## src/rtl/sipo_collect.sv

```systemverilog
// Serial-in/parallel-out word collector: packs WIDTH accepted bits into a word
// and presents it on a valid/ready output, double-buffered against the shift reg.
module sipo_collect #(
  parameter int unsigned WIDTH     = 8,
  parameter bit          MSB_FIRST = 1'b1,
  localparam int unsigned CW       = $clog2(WIDTH)
) (
  input  logic             clk,
  input  logic             rst,
  input  logic             clear,
  input  logic             in_valid,
  input  logic             in_bit,
  output logic             in_ready,
  output logic             out_valid,
  output logic [WIDTH-1:0] out_data,
  input  logic             out_ready,
  output logic [CW-1:0]    bit_cnt
);

  localparam logic [CW-1:0] LAST = CW'(WIDTH - 1);

  logic [WIDTH-1:0] sr_q,   sr_d;
  logic [WIDTH-1:0] data_q, data_d;
  logic             vld_q,  vld_d;
  logic [CW-1:0]    cnt_q,  cnt_d;

  logic             last_bit;
  logic             acc_in;
  logic             out_take;
  logic             complete;
  logic [WIDTH-1:0] shifted;

  assign last_bit = (cnt_q == LAST);
  // Only the word-completing bit can be blocked, and only by a full, unread output reg.
  assign in_ready = !(last_bit && vld_q && !out_ready);
  assign acc_in   = in_valid && in_ready;
  assign out_take = vld_q && out_ready;
  assign complete = acc_in && last_bit && !clear;

  always_comb begin
    shifted = MSB_FIRST ? {sr_q[WIDTH-2:0], in_bit} : {in_bit, sr_q[WIDTH-1:1]};
  end

  always_comb begin
    sr_d   = sr_q;
    cnt_d  = cnt_q;
    data_d = data_q;
    vld_d  = vld_q;
    if (clear) begin
      sr_d  = '0;
      cnt_d = '0;
    end else if (acc_in) begin
      if (last_bit) begin
        data_d = shifted;
        sr_d   = '0;
        cnt_d  = '0;
      end else begin
        sr_d  = shifted;
        cnt_d = cnt_q + CW'(1);
      end
    end
    // A completing word overrides the take so back-to-back words see no bubble.
    if (out_take) vld_d = 1'b0;
    if (complete) vld_d = 1'b1;
  end

  always_ff @(posedge clk) begin
    if (rst) begin
      sr_q   <= '0;
      cnt_q  <= '0;
      data_q <= '0;
      vld_q  <= 1'b0;
    end else begin
      sr_q   <= sr_d;
      cnt_q  <= cnt_d;
      data_q <= data_d;
      vld_q  <= vld_d;
    end
  end

  assign out_valid = vld_q;
  assign out_data  = data_q;
  assign bit_cnt   = cnt_q;

endmodule

```

## config.mk

```make
export PLATFORM = sky130hd
export DESIGN_NAME = sipo_collect
export DESIGN_NICKNAME = d
export VERILOG_FILES = /design/src/rtl/sipo_collect.sv
export SDC_FILE = /design/constraint.sdc
export NUM_CORES = 1
export LEC_CHECK = 0
export BUFFER_PORTS_ARGS = -buffer_cell sky130_fd_sc_hd__buf_4
export CORE_UTILIZATION = 45
export DETAILED_ROUTE_END_ITERATION = 7
export PLACE_DENSITY = 0.71
export SYNTH_ARGS = -nofsm -noshare
export SYNTH_HDL_FRONTEND = slang
export SYNTH_SLANG_ARGS = --single-unit
```

## constraint.sdc

```tcl
create_clock -name clk -period 1.25 [get_ports clk]
set_input_delay 0.25 -clock clk [delete_from_list [all_inputs] [get_ports clk]]
set_output_delay 0.25 -clock clk [all_outputs]
set_load 0.005 [all_outputs]
```

=== Word level (Yosys, flattened, before mapping) ===
Cells that the tools add are included.
W data, S select, Z words.

* Output and inout port bits: 13
* Input port bits: 6
* Flip-flop bits (word level): 19
* Word-level logic and storage cells: 23

* Reductions and logical operators: 12
* Equal/unequal tests: 1
* Bitwise logic cells: 1
* Mux-type cells: 4
* Add/sub/neg operators: 1

{| class="wikitable"
|+ Operator list
! operator !! count
|-
| $mux W7 || 1
|-
| $logic_and A1 B1 Y1 || 6
|-
| $add A3 B1 Y3 const B || 1
|-
| $eq A3 B3 Y1 const B || 1
|-
| $logic_not A1 Y1 || 3
|-
| $mux W3 || 1
|-
| $reduce_and A3 Y1 || 1
|-
| $mux W1 || 2
|-
| $reduce_bool A2 Y1 || 1
|-
| $reduce_or A2 Y1 || 1
|-
| $not A1 Y1 || 1
|}

=== Logic depth before layout (Yosys ltp) ===
Gate-level depths: netlist of the first run.

* Depth after elaboration: 8
* Mapped depth: 7
* Mapped depth without buffers: 6

=== Least setup slack after synthesis of the first run ===
No wires, ideal clock.

* Kind: reg-to-reg
* Start: register cnt_q[0] (netlist: bit_cnt[0])
* End: register cnt_q[0] (netlist: bit_cnt[0])
* Buffers on the path: 1
* Path slack: -112 ps
* Stages on the path, launching flop included: 7
* Arrival time: 1274 ps
* Cells stage by stage: dfxtp_1 -> ha_1 -> ha_1 -> and3b_1 -> buf_4 -> inv_2 -> a311oi_2

* Word-level cells in the longest chain between the ends: 5
* Elaborated cells between the ends (all ways): 7
* Those cells by class: add/sub: 1; eq/ne: 1; mux: 1; reduce/logical: 4

{| class="wikitable"
|+ RTL lines
! item !! RTL line !! RTL
|-
| from (decl) || 25 || <nowiki>logic [CW-1:0] cnt_q, cnt_d;</nowiki>
|-
| from (signal assigned) || 75 || <nowiki>cnt_q <= cnt_d;</nowiki>
|-
| $eq A3 B3 Y1 || 33 || <nowiki>assign last_bit = (cnt_q == LAST);</nowiki>
|-
| $logic_and A1 B1 Y1 (2 in a row) || 35 || <nowiki>assign in_ready = !(last_bit && vld_q && !out_ready);</nowiki>
|-
| $logic_not A1 Y1 || 35 ||
|-
| named net in_ready || 13 || <nowiki>output logic in_ready,</nowiki>
|-
| $logic_and A1 B1 Y1 || 36 || <nowiki>assign acc_in = in_valid && in_ready;</nowiki>
|}

The timed path passes the listed nets, and every way through them passes these cells.
A chain may end at the register's enable or synchronous reset.

=== Worst setup path after layout of the first run ===
* Start: register cnt_q[1] (netlist: bit_cnt[1])
* End: output in_ready

* Word-level cells in the longest chain between the ends: 4

{| class="wikitable"
|+ RTL lines
! item !! RTL line
|-
| $eq A3 B3 Y1 || 33
|-
| $logic_and A1 B1 Y1 (2 in a row) || 35
|-
| $logic_not A1 Y1 || 35
|-
| to (decl) || 13
|}

No other way between the ends.

==> results of run 1 <==
[cell families after synthesis]
logic type | share of synthesized area, %
compound gates | 13.4
buf+inv | 5.19
fa+ha+maj | 3.05
flops | 46.4
mux | 9.77
simple gates | 22.1
[sequential cells by signal (all words and copies together), names as in the netlist]
register / flops
out_data: 8
bit_cnt: 3
out_valid: 1
sr_q: 7
[worst min-delay path by stage]
stage	start	depth (start not counted)	slack, ps	end
global placement	out_data[2]$_SDFFE_PP0P_	2	460	out_data[2]$_SDFFE_PP0P_
global route	in_valid	2	190	bit_cnt[0]$_SDFFE_PP0P_
floorplan	in_valid	1	370	bit_cnt[0]$_SDFFE_PP0P_
CTS	in_valid	2	200	bit_cnt[0]$_SDFFE_PP0P_
finish	in_valid	2	210	bit_cnt[0]$_SDFFE_PP0P_
detailed placement	sr_q[1]$_SDFFE_PP0P_	2	460	sr_q[2]$_SDFFE_PP0P_
[layer usage]
metal  vias up  wire (um)
met2        11        762
met5         -          0
met3         2         45
met4         0         15
li1        356          -
met1       320        716
[synthesized netlist by cell type (2+ instances only)]
cell | n | area (um2)
dfxtp_1 | 19 | 380
nand2b_1 | 17 | 106
a21oi_1 | 10 | 50.1
o21ai_1 | 9 | 45.0
mux2i_1 | 8 | 80.1
nand2_1 | 7 | 26.3
buf_4 | 2 | 15.0
ha_1 | 2 | 25.0
nand3_1 | 2 | 10.0
nor2b_1 | 2 | 12.5
[placed cells by master (no fill, tap or decap), types with 2 or more instances in the layout]
cell / Yosys / final
a21oi_1: 10 / 9
buf_4: 2 / 27
buf_6: 1 / 3
clkbuf_4: 0 / 3
dfxtp_1: 19 / 17
ha_4: 0 / 2
mux2i_1: 8 / 8
nand2_1: 7 / 7
nand2b_1: 17 / 17
nand3_1: 2 / 2
o21ai_2: 0 / 8
[area by class of cell]
class | count | area [um2] | area share [%]
multi-input cells | 62 | 470 | 40.0
flip-flops and latches | 19 | 385 | 32.8
clock inverters | 1 | 5.00 | 0.426
well taps | 25 | 31.3 | 2.66
repair buffers | 31 | 251 | 21.4
clock buffers | 3 | 22.5 | 1.91
inverters | 2 | 10.0 | 0.851
[power by group through the flow]
stage / Combinational [mW] / Clock [mW] / Sequential (mW)
CTS: 0.0706 / 0.311 / 0.611
detailed placement: 0.0679 / 0 / 0.625
global route: 0.0806 / 0.345 / 0.612
floorplan: 0.0339 / 0 / 0.625
global placement: 0.0671 / 0 / 0.624
finish: 0.0743 / 0.297 / 0.611
[stage by stage]
step	instance area (um2)	total power [mW]	setup TNS, ps	setup WS, ps	hold WS (ps)
finish	1180	0.982	-3150	-312	212
global route	1180	1.04	-4390	-370	190
CTS	1150	0.992	-2870	-315	200
detailed placement	1050	0.692	-904	-88.8	462
global placement	1050	0.691	-467	-60.2	458
floorplan	856	0.659	0	4.23	367
[timing repair]
item | in CTS | in global routing
endpoints found under the setup margin | 19 | 19
hold endpoints to repair | 0 | 0
resized for setup | 11 | 7
cloned | 0 | 0
setup buffers | 4 | 2
pin swaps | 4 | 5
==> impl_metrics.py, run 1 <==
metrics = {
    "yosys": {
        "synth_flop_cell": "dfxtp_1",
        "synth_area_um2": 820,
        "seq_area_frac_synth_pct": 46.4,
        "syn_nets": 96,
        "async_flop_share_pct": 0,
        "syn_avg_cell_area_um2": 9.31,
        "synth_edf_count": 0,
        "ys_types": 20,
        "synth-seq-cells": 19,
        "ys_warn_count": 0,
        "netlist_instances": 88,
    },
    "timing": {
        "tightest_slew_ps": 486,
        "rsz0062_at_grt": "true",
        "max_freq_mhz": 640,
        "fin_skew_ps": 6.43,
        "fin_ws_ps": -312,
        "hold_viol_final": 0,
        "setup_violations": 19,
        "min_period_ps": 1560,
        "drv_slew": 0,
        "slew_headroom_pct": 67.5,
        "fin_crit_sh_pct": 125,
    },
    "worst_setup_path": {
        "crit_type": "flip-flop to output port",
        "cp-endpoint": "in_ready",
        "path_max_fanout": 2,
        "endpoint_kind": "output port",
        "cp_slowest_cell": "dfxtp_2",
        "cp_data_arrival_time_ps": 1310,
        "crit_top_cell": "ha_4",
        "slowest_delay_ps": 360,
        "r2r_setup_slack_ps": -190,
        "crit_family": "flip-flops",
        "r2r_cells": 7,
        "required_ps": 1000,
        "r2r-start": "bit_cnt[1]$_SDFFE_PP0P_",
        "r2r-end": "sr_q[5]$_SDFFE_PP0P_",
        "critical_path.cell_chain": "ha_4, ha_4, and3b_2, inv_4, buf_6",
        "path_depth": 5,
        "cp-start-kind": "flip-flop",
        "startpoint": "bit_cnt[1]$_SDFFE_PP0P_",
        "path_buf_inv": 2,
    },
    "pwr": {
        "leakage_nw": 0.435,
        "p_int_mw": 0.764,
        "p_sw_share_pct": 22.1,
        "vdd_drop_max_v": 0.000643,
        "comb_power_share_pct": 7.6,
        "power_density_nw_per_um2": 835,
        "pwr-share-clk_pct": 30.2,
        "sequentialPowerShare_pct": 62.2,
        "switchingPower_mw": 0.217,
    },
    "cts": {
        "htreeDepth": 1,
        "cts_inserted_buffers": 3,
        "clock_path_buffers": 2,
        "ctsHoldBuffers": 0,
        "worstSkewPairLatency_ps": 290,
        "cts-root-buf": "clkbuf_4",
        "cts_tree": "yes",
        "path_clk_slew_ps": 110,
        "cts_sinks": 19,
    },
    "drt": {
        "drt_wl_total_mm": 1.54,
        "firstDrtPassIters": 4,
        "drt_first_iter_violations": 11,
        "drc_errors": 0,
        "routedWlPerCell_um": 10.8,
        "postRouteAntennaNets": 0,
        "vias": 689,
        "vias_per_cell": 4.82,
    },
    "layout": {
        "area_delta_synth_final_pct": 43.5,
        "drive_gt1_share_pct": 44.9,
        "diodes": 0,
        "final_cell_count_no_fill": 143,
        "fillers": 128,
        "layout.nets": 127,
        "fin_util_pct": 68.9,
    },
    "place": {
        "portBuffers": 18,
        "place_inst": 135,
        "dpl.hpwl_mm": 1.08,
        "routabilityCongestion": 0.741,
    },
    "die": {
        "start_util_pct": 48.0,
        "die_y_um": 44.7,
        "ios": 19,
        "core-area_um2": 1710,
        "placementRows": 15,
        "die_area_um2": 2000,
        "die_x_um": 44.7,
    },
    "grt": {
        "grt_pass1_wl_mm": 2.35,
        "grt_busiest_layer": "met2",
        "grt_max_degree": 18,
        "grt.total_usage_pct": 17.0,
        "grtUsageMet2_pct": 27.1,
        "grt_pass1_vias": 550,
        "met1_usage_pct": 20.6,
        "antenna_found_initial": 0,
        "overflow": 0,
        "grt_use_met3_pct": 4.90,
    },
    "run_status": {
        "status": "complete, but fails checks",
        "violations": "negative setup slack",
    },
    "job": {
        "cap_viol_max_count": 0,
    },
    "min_path": {
        "hold_path.class": "input port to flip-flop",
    },
}
(Power assumes the default switching activity.)
==> run 2, diff against run 1 <==
--- a/config.mk
+++ b/config.mk
@@ -6,7 +6,7 @@
 export NUM_CORES = 1
 export LEC_CHECK = 0
 export BUFFER_PORTS_ARGS = -buffer_cell sky130_fd_sc_hd__buf_4
-export CORE_UTILIZATION = 45
+export CORE_UTILIZATION = 50
 export DETAILED_ROUTE_END_ITERATION = 7
 export PLACE_DENSITY = 0.71
 export SYNTH_ARGS = -nofsm -noshare
==> constraint.sdc (replaced) <==
create_clock -name clk -period 1.6 [get_ports clk]
set_input_delay 0.32 -clock clk [delete_from_list [all_inputs] [get_ports clk]]
set_output_delay 0.32 -clock clk [all_outputs]
set_load 0.005 [all_outputs]
==> impl_metrics.py, run 2 (synthesis gave the netlist of run 1 again) <==
metrics = {
    "drt": {
        "drt_first_iter_violations": 8,
        "postRouteAntennaNets": 0,
        "vias_per_cell": 5.32,
        "drc_errors": 0,
        "vias": 691,
        "routedWlPerCell_um": 12.5,
        "drt_wl_total_mm": 1.63,
        "firstDrtPassIters": 4,
    },
    "min_path": {
        "hold_depth": 2,
        "worstHoldStart": "in_valid",
        "holdPathEnd": "bit_cnt[0]$_SDFFE_PP0P_",
        "hold_path.class": "input port to flip-flop",
    },
    "worst_setup_path": {
        "r2r_setup_slack_ps": 120,
        "cp_data_arrival_time_ps": 1320,
        "crit_type": "flip-flop to output port",
        "r2r-start": "bit_cnt[1]$_SDFFE_PP0P_",
        "r2r_cells": 7,
        "cp-start-kind": "flip-flop",
        "r2r-end": "out_data[4]$_SDFFE_PP0P_",
        "required_ps": 1280,
        "endpoint_kind": "output port",
        "path_max_fanout": 2,
    },
    "pwr": {
        "vdd_drop_max_v": 0.000489,
        "power_density_nw_per_um2": 718,
        "leakage_nw": 0.406,
    },
    "job": {
        "cap_viol_max_count": 0,
    },
    "cts": {
        "cts_sinks": 19,
        "htreeDepth": 1,
        "worstSkewPairLatency_ps": 300,
        "cts_inserted_buffers": 3,
        "path_clk_slew_ps": 100,
        "cts_tree": "yes",
        "cts-root-buf": "clkbuf_4",
        "ctsHoldBuffers": 0,
        "clock_path_buffers": 2,
    },
    "die": {
        "start_util_pct": 53.8,
        "ios": 19,
        "die_x_um": 42.5,
        "core-area_um2": 1520,
        "die_area_um2": 1800,
        "placementRows": 14,
        "die_y_um": 42.5,
    },
    "timing": {
        "fin_crit_sh_pct": 102,
        "slew_headroom_pct": 75.9,
        "tightest_slew_ps": 361,
        "fin_ws_ps": -35.9,
        "max_freq_mhz": 611,
        "hold_viol_final": 0,
        "fin_setup_tns_ps": -35.9,
        "drv_slew": 0,
        "setup_violations": 1,
        "rsz0062_at_grt": "true",
        "min_period_ps": 1640,
        "fin_skew_ps": 1.73,
    },
    "layout": {
        "most-common-layout-cells": "26 x buf_4, 17 x nand2b_1, 17 x dfxtp_1",
        "largest_register_ffs": 8,
        "layout.nets": 123,
        "fillers": 131,
        "area_delta_synth_final_pct": 30.2,
        "drive_gt1_share_pct": 33.3,
        "mostFrequentLayoutCell": "buf_4",
        "diodes": 0,
        "fin_util_pct": 70.0,
    },
    "grt": {
        "grt_max_degree": 19,
        "grt.total_usage_pct": 21.4,
        "grt_pass1_vias": 662,
        "antenna_found_initial": 0,
        "grt_pass1_wl_mm": 2.83,
        "overflow": 0,
    },
    "place": {
        "dpl.hpwl_mm": 1.09,
        "portBuffers": 18,
        "routabilityCongestion": 0.747,
    },
    "run_status": {
        "status": "complete, but fails checks",
        "violations": "negative setup slack",
    },
}
## run 2: changes by cell type in the layout (fill, tap and decap cells not counted), sizes merged
cell	change
buf	-4
## run 2: repair_timing
action                                  4_1_cts  5_1_grt
endpoints found under the setup margin        1        1
buffers inserted                              5        0
pin swaps                                     1        0
gates resized for setup                       8        0
## run 2: worst max-delay path by stage
stage                            start  cells past startpoint        to  slack [ps]
3_3_place_gp   bit_cnt[0]$_SDFFE_PP0P_                      5  in_ready          80
5_1_grt        bit_cnt[1]$_SDFFE_PP0P_                      5  in_ready         -80
4_1_cts        bit_cnt[1]$_SDFFE_PP0P_                      5  in_ready         -30
6_report       bit_cnt[1]$_SDFFE_PP0P_                      5  in_ready         -40
3_5_place_dp   bit_cnt[0]$_SDFFE_PP0P_                      5  in_ready          30
2_1_floorplan  bit_cnt[0]$_SDFFE_PP0P_                      5  in_ready         180
## run 2: final cells by class
class	count	area, um2	share of cell area, %
tap	16	20.0	1.88
multi-input combinational	62	423	39.6
clock inverter	1	5.00	0.469
timing repair buffer	27	206	19.3
inverter	2	7.51	0.703
sequential	19	383	35.9
clock buffer	3	22.5	2.11
## run 2: critical path: stages (launching register included)
cell and delay [ps]:
dfxtp_2 350, ha_4 160, ha_4 150, and3b_2 200
inv_2 60, buf_6 90
## run 2: power by group
part           internal, mW  switching (mW)
Clock                0.0932           0.144
Combinational        0.0255          0.0250
Sequential            0.476         0.00259
## run 2: layer usage
layer / GRT usage, % / part of all wire [%] / up-vias
li1: - / - / 351
met1: 22.8 / 44 / 317
met2: 36.6 / 49 / 16
met3: 5.60 / 3.5 / 7
met4: 13.8 / 3.9 / 0
met5: 0 / 0 / -
## run 2: through the flow
step                setup WS [ps]  power [mW]  instances  hold slack [ps]  cell area [um2]
floorplan                     175       0.515         88              442              820
global placement             84.2       0.533        121              458              970
detailed placement           34.8       0.535        121              464              970
CTS                         -30.4       0.772        130              253             1070
global route                -84.6       0.796        130              260             1070
finish                      -35.9       0.766        130              262             1070
